File: config.mk
export PLATFORM = sky130hd
export DESIGN_NAME = alu_mul_seq
export DESIGN_NICKNAME = d
export VERILOG_FILES = /design/src/rtl/alu_pkg.sv /design/src/rtl/alu_mul_seq.sv
export SDC_FILE = /design/constraint.sdc
export NUM_CORES = 1
export LEC_CHECK = 0
export CAP_MARGIN = 0
export CORE_ASPECT_RATIO = 1.1
export CORE_UTILIZATION = 40
export CTS_CLUSTER_SIZE = 16
export DETAILED_ROUTE_END_ITERATION = 12
export PLACE_DENSITY = 0.71
export SETUP_SLACK_MARGIN = 0.05
export SLEW_MARGIN = 40
export SYNTH_ARGS = -nofsm -noshare
export SYNTH_HDL_FRONTEND = slang
export SYNTH_SLANG_ARGS = --single-unit
File: constraint.sdc
create_clock -name clk -period 2.25 [get_ports clk]
set_input_delay 0.3375 -clock clk [delete_from_list [all_inputs] [get_ports clk]]
set_output_delay 0.3375 -clock clk [all_outputs]
set_load 0.05 [all_outputs]
File: src/rtl/alu_pkg.sv
// Shared ALU definitions: opcode encodings for alu_16 and the alu_mul_seq FSM states.
package alu_pkg;

    localparam logic [4:0] ALUOP_AND = 5'b00000;
    localparam logic [4:0] ALUOP_OR  = 5'b00001;
    localparam logic [4:0] ALUOP_ADD = 5'b00010;
    localparam logic [4:0] ALUOP_SUB = 5'b01110;
    localparam logic [4:0] ALUOP_SLT = 5'b01111;

    typedef enum logic [1:0] {
        IDLE = 2'd0,
        RUN  = 2'd1,
        DONE = 2'd2
    } mul_state_e;

    // Unsigned carry-out of a+b recovered from the MSBs of the operands and the sum.
    function automatic logic add_carry(input logic a15, input logic b15, input logic r15);
        return (a15 & b15) | ((a15 | b15) & ~r15);
    endfunction

endpackage

File: src/rtl/alu_mul_seq.sv
// Sequential 16x16 unsigned shift-and-add multiplier driving the shared alu_16 adder.
// Optional early termination when remaining multiplier bits are zero: ALU_MUL_EARLY_EXIT_EN.
module alu_mul_seq
    import alu_pkg::*;
#(
    parameter int unsigned WIDTH = 16
) (
    input  logic               clk,
    input  logic               rst,
    input  logic               start,
    output logic               ready,
    input  logic [WIDTH-1:0]   mcand,
    input  logic [WIDTH-1:0]   mplier,
    output logic               done,
    output logic [2*WIDTH-1:0] product,
    output logic [4:0]         alu_aluop,
    output logic [WIDTH-1:0]   alu_a,
    output logic [WIDTH-1:0]   alu_b,
    input  logic [WIDTH-1:0]   alu_result,
    input  logic               alu_ovf
);

    mul_state_e         state_q, state_d;
    logic [WIDTH-1:0]   acc_q, acc_d;
    logic [WIDTH-1:0]   q_q, q_d;
    logic [WIDTH-1:0]   m_q, m_d;
    logic [4:0]         cnt_q, cnt_d;
    logic [2*WIDTH-1:0] product_q, product_d;
    logic [WIDTH-1:0]   step_acc;
    logic [WIDTH-1:0]   step_q;
    logic               carry;
    logic               finish;
    logic               unused_ovf;

`ifdef ALU_MUL_EARLY_EXIT_EN
    logic [WIDTH-1:0]   r_q, r_d;
    logic [WIDTH-1:0]   r_next;
`endif

    assign unused_ovf = alu_ovf;
    assign alu_aluop  = ALUOP_ADD;
    assign alu_a      = acc_q;
    assign product    = product_q;

    always_ff @(posedge clk) begin
        if (rst) begin
            state_q   <= IDLE;
            acc_q     <= '0;
            q_q       <= '0;
            m_q       <= '0;
            cnt_q     <= '0;
            product_q <= '0;
`ifdef ALU_MUL_EARLY_EXIT_EN
            r_q       <= '0;
`endif
        end else begin
            state_q   <= state_d;
            acc_q     <= acc_d;
            q_q       <= q_d;
            m_q       <= m_d;
            cnt_q     <= cnt_d;
            product_q <= product_d;
`ifdef ALU_MUL_EARLY_EXIT_EN
            r_q       <= r_d;
`endif
        end
    end

    always_comb begin
        state_d   = state_q;
        acc_d     = acc_q;
        q_d       = q_q;
        m_d       = m_q;
        cnt_d     = cnt_q;
        product_d = product_q;
        ready     = 1'b0;
        done      = 1'b0;
        alu_b     = '0;
        finish    = 1'b0;
`ifdef ALU_MUL_EARLY_EXIT_EN
        r_d       = r_q;
        r_next    = r_q >> 1;
`endif

        if (state_q == RUN) begin
            alu_b = q_q[0] ? m_q : '0;
        end
        // The adder result is one bit too narrow; the lost carry re-enters as the new acc MSB.
        carry    = add_carry(alu_a[WIDTH-1], alu_b[WIDTH-1], alu_result[WIDTH-1]);
        step_acc = {carry, alu_result[WIDTH-1:1]};
        step_q   = {alu_result[0], q_q[WIDTH-1:1]};

        case (state_q)
            IDLE: begin
                ready = 1'b1;
                if (start) begin
                    m_d       = mcand;
                    q_d       = mplier;
                    acc_d     = '0;
                    cnt_d     = '0;
                    product_d = '0;
                    state_d   = RUN;
`ifdef ALU_MUL_EARLY_EXIT_EN
                    r_d       = mplier;
`endif
                end
            end
            RUN: begin
                acc_d = step_acc;
                q_d   = step_q;
                cnt_d = cnt_q + 5'd1;
`ifdef ALU_MUL_EARLY_EXIT_EN
                r_d    = r_next;
                finish = (cnt_q == 5'd15) || (r_next == '0);
                // Partial sum still sits high in {acc,q}; realign by the steps not taken.
                if (finish) begin
                    state_d   = DONE;
                    product_d = {step_acc, step_q} >> (4'd15 - cnt_q[3:0]);
                end
`else
                finish = (cnt_q == 5'd15);
                if (finish) begin
                    state_d   = DONE;
                    product_d = {step_acc, step_q};
                end
`endif
            end
            DONE: begin
                done    = 1'b1;
                state_d = IDLE;
            end
            default: state_d = IDLE;
        endcase
    end

endmodule

# Word level (Yosys, flattened, before mapping)
# Index checks and enable logic that the tools add are counted.
# W data, S select, Z words.
# totals
input_bits	52
elab_cells	39
regBits	87
output_inout_bits	71
# op_classes
n_eq_ne	5
n_mux	16
n_reduce_logical	6
add_sub_neg	1
bitwise_logic	5
# op_table
op	n
$mux W16	4
$mux W32	2
$pmux W16 S2	2
$pmux W32 S2	1
$pmux W5 S2	1
$reduce_and A2 Y1	3
$add A5 B1 Y5 const B	1
$eq A5 B4 Y1 const B	1
$mux W5	1
$mux W2	2
$pmux W2 S2	1
$reduce_and A3 Y1	1
$and A1 B1 Y1	2
$eq A2 B1 Y1 const B	1
$eq A2 B2 Y1 const B	1
$logic_not A2 Y1	1
$mux W1	2
$ne A2 B1 Y1 const B	1
$ne A2 B2 Y1 const B	1
$or A1 B1 Y1	2
$reduce_bool A2 Y1	1
$not A1 Y1	1

# Depth between registers and ports, before layout
# logic_depth
word_depth	7
mapped_depth	9
mapped_depth_nobuf	6

# Worst setup path after synthesis
# Ideal clock, no wire load.
# synth_timing
kind	reg2out
startpoint	register state_q[1]
endpoint	output done
slack_ps	376
required_ps	1913
stages_incl_launch_ff	6
t_arrival_ps	1537
n_path_buf	3
path_cell_list	dfxtp_1 > buf_2 > buf_2 > inv_2 > buf_2 > nor2_1
# synth_between
elab_chain_len	2
# synth_rtl
item	line	source
start: declaration	alu_mul_seq.sv:23	mul_state_e state_q, state_d;
start signal: assignment	alu_mul_seq.sv:57	state_q <= state_d;
$eq A2 B2 Y1	alu_mul_seq.sv:93	case (state_q)
$mux W1	alu_mul_seq.sv:93	
end: declaration	alu_mul_seq.sv:14	output logic done,
# Every way passes these cells.

# Final worst setup path
# layout_timing
startpoint	register state_q[1]
endpoint	output alu_b[7]
# layout_between
elab_chain_len	2
# layout_rtl
item	line	source
$eq A2 B1 Y1	alu_mul_seq.sv:85	if (state_q == RUN) begin
$mux W16	alu_mul_seq.sv:85	
end: declaration	alu_mul_seq.sv:18	output logic [WIDTH-1:0] alu_b,
# Every way passes these cells.

==> results.json <==
{
  "status": "complete, no violations",
  "min_period_over_period_pct": 89.7,
  "rows": 36,
  "worstPathArrival_ns": 1.68,
  "regArea_um2": 1740,
  "crit_fanout": 40,
  "via_count": 3499,
  "slew_headroom_pct": 55.5,
  "top_layer_used": "met4",
  "synth.avg_cell_area_um2": 8.34,
  "yosysWarningCount": 0,
  "netlist_instances": 443,
  "fillCellCount": 814,
  "nets": 591,
  "final_cell_mix": "97 x clkdlybuf4s50_1, 86 x dfxtp_1, 79 x a21oi_1",
  "worstSkewPairLatency_ns": 0.35,
  "max_freq_mhz": 496,
  "grt_pass1_vias": 3399,
  "p_per_area_nw_per_um2": 642,
  "hold_buffers": 0,
  "initial_core_util_pct": 41.4,
  "clock-skew-final_ns": 0.00740,
  "drt_first_iter_violations": 183,
  "fin_setup_tns_ns": 0,
  "worstMarginPinSlew_ns": 0.667,
  "finalSetupViolCount": 0,
  "final_max_slew_viol_count": 0,
  "yosysTopAreaCell": "dfxtp_1",
  "grt_max_degree": 57,
  "cts_tree": "yes",
  "min_period_ns": 2.02,
  "post_cts_buffers": 0,
  "crit_required_ns": 1.91,
  "numPortBuffers": 116,
  "grt_usage_pct": 21.5,
  "ys_top_cells_by_area": "dfxtp_1 47%, a21oi_1 11%, nand2_1 5.1%",
  "met1_length_um": 4260,
  "mostFrequentLayoutCell": "clkdlybuf4s50_1",
  "core_um2": 8920,
  "antenna_found_initial": 1,
  "leakage_nw": 2.01,
  "syn2layout_area_growth_pct": 41.9,
  "startpoint_type": "flop",
  "fin_area_um2": 5240,
  "viasPerCell": 5.33,
  "critPathCaptureType": "output pin",
  "irDropWorstVdd_uv": 329,
  "dp_hpwl_um": 6430,
  "place_congestion": 0.716,
  "crit_type": "reg -> out",
  "drive_gt1_share_pct": 12.5,
  "ys_ff_latch": 87,
  "grt.overflow.total": 0,
  "synth_cell_types": 38,
  "htree_levels": 3,
  "synth_top_area_share_pct": 47.1,
  "drt_first_pass_iters": 4,
  "num_io_pins": 123,
  "min-delay-path-class": "in -> reg",
  "rsz0062_at_grt": "false",
  "power_mw": 3.37,
  "cts.clk_slew.worst_paths_ns": 0.08,
  "die_h_um": 103,
  "dpl-instance-area_um2": 5020,
  "drt-total-wl_um": 9830,
  "wl_per_cell_um": 15.0,
  "syn_area_um2": 3700,
  "dieWidth_um": 93.7,
  "root_buffer": "clkbuf_8",
  "die-area_um2": 9630,
  "clock_path_buffers": 2,
  "cts_buffers": 9,
  "final_hold_viol_count": 0,
  "ant_nets": 0,
  "multi_input_area_um2": 1620,
  "post_cts_resized": 0,
  "grt_pass1_wl_um": 16300,
  "wl_met2_um": 4890,
  "ys_seq_area_share_pct": 47.1,
  "wl_met3_um": 564,
  "drc": 0,
  "max_cap_viol_count": 0,
  "clock-sinks": 87
}
## worst paths after layout
path	start	endpoint	slack, ns	depth (start not counted)
max	state_q[1]	alu_b[7]	0.23	3
min	rst	alu_a[14]	0.38	2
max reg2reg	cnt_q[0]	product[1]	0.26	6
min reg2reg	m_q[10]	m_q[10]	0.45	2
## cell usage after synthesis (all sizes together)
library cell,instances
dfxtp,87
a21oi,79
and2b,1
maj3,1
and3,18
inv,20
nor4,1
nor3,1
or4,1
nor3b,1
o2bb2ai,1
o21ai,15
o21bai,1
nand3,18
o21ba,1
a211o,1
ha,2
o21a,1
nand2,50
a31oi,1
nand4,15
mux2i,2
o31ai,1
nor2,36
a22o,16
conb,2
or3b,1
buf,30
o221a,15
nand2b,2
nand3b,3
clkbuf,19
## cell families (layout without fill, tap and decap cells)
family          after synthesis  after routing  synth area share [%]
buf+inv                      69            165                  9.24
simple gates                148            148                  19.2
compound gates              132            132                  22.6
other cells                   2              6                 0.203
mux                           2              2                 0.643
fa+ha+maj                     3              3                 0.948
flops                        87             87                  47.1
## critical path, stage by stage, from the launching register on
cell     delay [ns]
dfxtp_2        0.33
and2b_4        0.55
and3_1         0.29
buf_12         0.15
## report_power, final
| part | switching [mW] | total (mW) | internal (mW) |
|---|---|---|---|
| registers | 0.0526 | 1.65 | 1.60 |
| logic | 0.285 | 0.498 | 0.212 |
| clock network | 0.558 | 1.21 | 0.657 |
## metrics by stage
step	instances	util (%)	setup WS [ns]	hold slack [ns]
final	657	58.8	0.233	0.375
after global routing	656	58.8	0.136	0.385
after CTS	656	58.8	0.212	0.363
after detailed placement	640	56.3	0.257	0.444
after global placement	640	56.3	0.284	0.437
after floorplan	446	-	0.376	0.432
## area by class of cell
class,instances,area share (%)
diodes,1,0.0477
repair buffers,129,27.3
flip-flops and latches,87,33.2
inverters,20,1.43
clock inverters,5,1.55
well taps,114,2.72
clock buffers,11,2.70
multi-input cells,290,31.0
## sequential cells by signal, indices dropped and copies added (netlist names)
name and count:
alu_a 16, cnt_q 5, m_q 16, product 32, q_q 16, state_q 2
## routing by layer
| metal | vias to the layer above | global-route usage (%) |
|---|---|---|
| met3 | 12 | 4.87 |
| met2 | 102 | 37.0 |
| met1 | 1664 | 26.8 |
| met5 | - | 0 |
| met4 | 0 | 6.63 |
| li1 | 1721 | - |
No activity file was read; power rests on OpenSTA's default activity.
